**src/rtl/muldiv_pkg.sv**
```systemverilog
// muldiv_pkg: shared encodings and constants for the iterative RV32M unit
package muldiv_pkg;
  localparam int ITER_COUNT = 32;
  localparam logic [2:0] F3_MUL    = 3'b000;
  localparam logic [2:0] F3_MULH   = 3'b001;
  localparam logic [2:0] F3_MULHSU = 3'b010;
  localparam logic [2:0] F3_MULHU  = 3'b011;
  localparam logic [2:0] F3_DIV    = 3'b100;
  localparam logic [2:0] F3_DIVU   = 3'b101;
  localparam logic [2:0] F3_REM    = 3'b110;
  localparam logic [2:0] F3_REMU   = 3'b111;
  typedef enum logic [1:0] {IDLE, CALC, DONE} state_e;
endpackage

```
**src/rtl/ex_muldiv.sv**
```systemverilog
// ex_muldiv: 32-cycle shift-add / restoring-divide RV32M unit that stalls EX until its result is ready
module ex_muldiv
  import muldiv_pkg::*;
#(
  parameter int DATA_WIDTH = 32
) (
  input  logic                  clk,
  input  logic                  rst_n,
  input  logic                  start_e_i,
  input  logic [2:0]            funct3_e_i,
  input  logic [DATA_WIDTH-1:0] src_a_e_i,
  input  logic [DATA_WIDTH-1:0] src_b_e_i,
  input  logic                  flush_e_i,
  output logic                  stall_o,
  output logic                  done_o,
  output logic [DATA_WIDTH-1:0] result_o
);
  localparam int W = DATA_WIDTH;
  localparam logic [W-1:0] MIN_NEG = {1'b1, {(W-1){1'b0}}};
  state_e state_q, state_d;
  logic [5:0] cnt_q, cnt_d;
  logic [2:0] op_q, op_d;
  logic neg_q, neg_d, negr_q, negr_d;
  logic [2*W-1:0] acc_q, acc_d, step;
  logic [W-1:0] opb_q, opb_d, result_q, result_d;
  logic sa, sb, is_div, b_zero, ovf;
  logic [W:0] mul_sum, div_top, div_diff;
  function automatic logic [W-1:0] neg_if(input logic n, input logic [W-1:0] v);
    return n ? -v : v;
  endfunction
  function automatic logic [W-1:0] finalize(input logic [2:0] op, input logic n, input logic nr,
                                            input logic [2*W-1:0] acc);
    logic [2*W-1:0] prod;
    prod = n ? -acc : acc;
    if (!op[2]) return (op == F3_MUL) ? prod[W-1:0] : prod[2*W-1:W];
    return op[1] ? neg_if(nr, acc[2*W-1:W]) : neg_if(n, acc[W-1:0]);
  endfunction
  // Operand signedness: a is signed except for the unsigned ops; b only for MUL/MULH/DIV/REM
  assign sa     = src_a_e_i[W-1] & ~(funct3_e_i == F3_MULHU || funct3_e_i == F3_DIVU || funct3_e_i == F3_REMU);
  assign sb     = src_b_e_i[W-1] & (funct3_e_i == F3_MUL || funct3_e_i == F3_MULH ||
                                    funct3_e_i == F3_DIV || funct3_e_i == F3_REM);
  assign is_div = funct3_e_i[2];
  assign b_zero = src_b_e_i == '0;
  assign ovf    = ~funct3_e_i[0] & (src_a_e_i == MIN_NEG) & (src_b_e_i == '1);
  assign mul_sum  = {1'b0, acc_q[2*W-1:W]} + (acc_q[0] ? {1'b0, opb_q} : '0);
  assign div_top  = acc_q[2*W-1:W-1];
  assign div_diff = div_top - {1'b0, opb_q};
  // Restoring divide keeps the partial remainder in the high word and shifts quotient bits into the low word
  assign step = op_q[2]
    ? (div_diff[W] ? {div_top[W-1:0], acc_q[W-2:0], 1'b0} : {div_diff[W-1:0], acc_q[W-2:0], 1'b1})
    : {mul_sum, acc_q[W-1:1]};
  always_comb begin
    state_d  = state_q;
    cnt_d    = cnt_q;
    op_d     = op_q;
    neg_d    = neg_q;
    negr_d   = negr_q;
    acc_d    = acc_q;
    opb_d    = opb_q;
    result_d = result_q;
    unique case (state_q)
      IDLE: if (start_e_i) begin
        op_d    = funct3_e_i;
        neg_d   = sa ^ sb;
        negr_d  = sa;
        opb_d   = neg_if(sb, src_b_e_i);
        acc_d   = {{W{1'b0}}, neg_if(sa, src_a_e_i)};
        cnt_d   = '0;
        state_d = CALC;
        if (is_div && b_zero) begin
          state_d  = DONE;
          result_d = funct3_e_i[1] ? src_a_e_i : '1;
        end else if (is_div && ovf) begin
          state_d  = DONE;
          result_d = funct3_e_i[1] ? '0 : MIN_NEG;
        end
      end
      CALC: begin
        acc_d = step;
        cnt_d = cnt_q + 6'd1;
        if (cnt_q == 6'(ITER_COUNT - 1)) begin
          state_d  = DONE;
          result_d = finalize(op_q, neg_q, negr_q, step);
        end
      end
      default: state_d = IDLE;
    endcase
    if (flush_e_i) begin
      state_d  = IDLE;
      result_d = result_q;
    end
  end
  always_ff @(posedge clk or negedge rst_n) begin
    if (!rst_n) begin
      state_q  <= IDLE;
      cnt_q    <= '0;
      op_q     <= '0;
      neg_q    <= 1'b0;
      negr_q   <= 1'b0;
      acc_q    <= '0;
      opb_q    <= '0;
      result_q <= '0;
    end else begin
      state_q  <= state_d;
      cnt_q    <= cnt_d;
      op_q     <= op_d;
      neg_q    <= neg_d;
      negr_q   <= negr_d;
      acc_q    <= acc_d;
      opb_q    <= opb_d;
      result_q <= result_d;
    end
  end
  assign stall_o  = (state_q == IDLE && start_e_i && !flush_e_i) || state_q == CALC;
  assign done_o   = state_q == DONE;
  assign result_o = result_q;
endmodule

```
**config.mk**
```make
export PLATFORM = sky130hd
export DESIGN_NAME = ex_muldiv
export DESIGN_NICKNAME = d
export VERILOG_FILES = /design/src/rtl/muldiv_pkg.sv /design/src/rtl/ex_muldiv.sv
export SDC_FILE = /design/constraint.sdc
export NUM_CORES = 1
export LEC_CHECK = 0
export ABC_AREA = 1
export CAP_MARGIN = 10
export CORE_MARGIN = 1.5
export CORE_UTILIZATION = 45
export CTS_CLUSTER_DIAMETER = 30
export DETAILED_ROUTE_END_ITERATION = 8
export PLACE_DENSITY = 0.74
export REMOVE_ABC_BUFFERS = 1
export SETUP_SLACK_MARGIN = 0.3
export SLEW_MARGIN = 20
export SYNTH_ARGS = -nofsm -noshare
export SYNTH_HDL_FRONTEND = slang
export SYNTH_SLANG_ARGS = --single-unit
```
**constraint.sdc**
```tcl
create_clock -name clk -period 4 [get_ports clk]
set_input_delay 0.8 -clock clk [delete_from_list [all_inputs] [get_ports clk]]
set_output_delay 0.8 -clock clk [all_outputs]
set_load 0.005 [all_outputs]
```
==> metrics.yaml <==
place:
  port-buffer-count: 104
  dp.cells: 3867
  hpwlAfterDp_um: 62200
  gp_congestion: 1.04
synth:
  synth_area_leaders: "dfrtp_1, nand2_1, inv_1, nor2_1, o21ai_0"
  synth_edf_count: 0
  synth-async-reset-ratio: 1.00
  yosys.area.top_type: "dfrtp_1"
  synth_cell_type_count: 59
  yosysWarnings: 0
  synthCells: 2946
  ys.flop_type: "dfrtp_1"
  ys_seq_area_frac: 0.206
  synth.ff_latch_count: 141
  synthesis.area_um2: 17100
  synth.top_cell.area_share: 0.206
  avgSynthCellArea_um2: 5.81
sta:
  rsz0062_at_grt: "yes"
  max-slew-margin-rel: 0.403
  slew_viol_final: 0
  period_share: 1.02
  finalSetupTns_ps: -519
  skew_ps: 15.7
  tightest_slew_ps: 895
  timing.final.ws_setup_ps: -98.0
  max_freq_mhz: 244
  finalSetupViolations: 11
  hold_viol: 0
  fin_crit_ps: 4100
routing:
  top_layer_used: "met5"
  drt_iter0_drc: 2513
  wl_per_cell_um: 20.2
  wl_met3_um: 8480
  antenna_left: 0
  met2_length_um: 34100
  first_pass_iters: 5
  viasPerCell: 5.58
  wl_um: 80300
  drc: 0
  wl_met1_um: 34500
  num_vias: 22200
worst_setup_path:
  cp_data_required_time_ps: 4410
  crit_path_end_kind: "flop"
  crit_buf_inv: 19
  crit_family: "buffers and inverters"
  slowest_stage: "dfrtp_1"
  cp_max_fo: 4
  cp-start-kind: "flop"
  worstPathArrival_ps: 4500
  slowest_delay_ps: 380
  path_class: "flop to flop"
  crit_path_frequent_cell: "buf_4"
clock_network:
  clk_latency_ps: 470
  cts-root-to-sink-buffers: 2
  cts.sinks: 141
  numCtsBuffers: 17
  cts_tree: "done"
  postCtsHoldBufs: 0
  path_clk_slew_ps: 70
  htree_levels: 4
  root_buffer: "clkbuf_16"
flow_run:
  maxCapViolCount: 0
power_and_ir_drop:
  p_seq_frac: 0.107
  power.density_nw_per_um2: 1060
  power.internal_uw: 11600
  p_sw_uw: 13900
  netSwitchingFraction: 0.545
  vdd_drop_max_uv: 765
  clkPwrFrac: 0.073
  finalPower_uw: 25500
  p_leak_uw: 0.0124
  combPwrFrac: 0.820
die:
  dieArea_um2: 39200
  ios: 105
  fp.dieH_um: 198
  initial_core_util: 0.456
  coreArea_um2: 37600
  fp-row-count: 71
  die_w_um: 198
grt:
  antenna_found_initial: 1
  grt_pass1_vias: 20800
  grt_usage: 0.407
  grt_max_degree: 83
  grt_pass1_wl_um: 120000
  grt_overflow_total: 0
outcome:
  status: "finished, violations left"
  violations: "negative setup slack"
finish:
  final_cell_count_no_fill: 3980
  layout-drive-gt1-share: 0.240
  layout.nets: 3599
  n_antenna_cell: 0
  final_util: 0.639
  syn_to_final_growth_pct: 40.2
hold_path:
  worstHoldPathType: "primary input to async pin"
==> logic make-up after synthesis <==
logic type | after synthesis | synth area share
simple gates | 1617 | 0.399
buf+inv | 528 | 0.128
compound gates | 493 | 0.165
fa+ha+maj | 72 | 0.0535
xor+xnor | 95 | 0.0486
flops | 141 | 0.206
==> state kept, by name, summed over array words and instances (netlist names) <==
register  count
negr_q        1
acc_q        64
neg_q         1
state_q       2
opb_q        32
result_o     32
op_q          3
cnt_q         6
==> cells in the mapped netlist, types with 4 or more instances <==
| cell type | instances |
|---|---|
| clkbuf_1 | 53 |
| nand2_4 | 7 |
| a21oi_2 | 6 |
| xnor2_1 | 31 |
| buf_6 | 5 |
| a21oi_1 | 161 |
| clkbuf_8 | 10 |
| ha_1 | 70 |
| o21ai_0 | 205 |
| o211ai_1 | 8 |
| dfrtp_1 | 141 |
| clkinv_1 | 8 |
| nand4_1 | 26 |
| nand2_2 | 26 |
| buf_2 | 17 |
| o21ai_1 | 13 |
| o21bai_1 | 10 |
| nor3_1 | 37 |
| nor2_2 | 15 |
| buf_1 | 5 |
| nand3b_1 | 14 |
| nor4_1 | 9 |
| or2_2 | 17 |
| nand3_1 | 202 |
| nand3_2 | 8 |
| a21o_1 | 8 |
| inv_2 | 4 |
| o22ai_1 | 14 |
| o31ai_1 | 6 |
| a31oi_1 | 8 |
| nand2_1 | 938 |
| inv_1 | 419 |
| o221ai_1 | 31 |
| nor2_1 | 304 |
| xor2_1 | 64 |
| o21ai_2 | 8 |
==> power groups by stage <==
stage          Combinational (µW)  Clock (µW)  Sequential (µW)
3_3_place_gp                17400           0             2660
4_1_cts                     19200        1850             2670
3_5_place_dp                17500           0             2680
5_1_grt                     22500        1890             2780
2_1_floorplan                9460           0             2720
6_report                    20900        1850             2730
==> cells in the final DEF (no fill, tap or decap), drive strengths merged, types with 9 or more instances in the layout <==
master | netlist | layout
nand2 | 971 | 971
buf | 31 | 482
inv | 423 | 430
nor2 | 322 | 322
o21ai | 227 | 227
nand3 | 212 | 212
a21oi | 169 | 169
dfrtp | 141 | 141
clkdlybuf4s50 | 1 | 103
ha | 70 | 70
xor2 | 64 | 64
nor3 | 39 | 39
o221ai | 31 | 31
xnor2 | 31 | 31
nand4 | 26 | 26
clkbuf | 63 | 20
or2 | 19 | 19
nand3b | 14 | 14
o22ai | 14 | 14
clkinv | 9 | 12
o21bai | 10 | 10
nor4 | 9 | 9
==> per-stage QoR <==
step	setup WS (ps)	cell area, µm²	hold slack (ps)
final	-98.0	24000	398
after global routing	-285	24000	474
after CTS	-15.1	23200	439
after detailed placement	-1010	21400	520
after global placement	-1040	21400	511
after floorplan	-1850	16600	475
==> what timing repair did <==
action                     in CTS  in global routing
pin swaps                      71                 68
buffers inserted               53                 25
gates resized for setup       201                137
gates cloned                    1                  2
setup endpoints to repair      34                 36
==> per-layer routing <==
metal / vias up / global-route usage
met4: 2 / 0.162
li1: 10500 / -
met3: 187 / 0.0819
met5: - / 0
met2: 1205 / 0.613
met1: 10400 / 0.569
==> final cells by class <==
class | instances | area, µm²
Clock buffer | 18 | 429
Clock inverter | 14 | 206
Fill cell | 3495 | 13600
Sequential cell | 141 | 3540
Multi-Input combinational cell | 2277 | 12600
Inverter | 432 | 1630
Timing Repair Buffer | 587 | 4930
Tap cell | 511 | 639
==> worst paths after layout <==
kind | cells after the start | slack [ps] | end | from
max | 35 | -100 | result_o[14] | acc_q[31]
max in group asynchronous | 2 | 2700 | acc_q[22] | rst_n
max reg2reg | 35 | -100 | result_o[14] | acc_q[31]
min | 1 | 400 | opb_q[5] | rst_n
min in group clk | 1 | 530 | cnt_q[0] | cnt_q[0]
min reg2reg | 1 | 530 | cnt_q[0] | cnt_q[0]
Note: power is estimated with default switching activity, not from simulation.
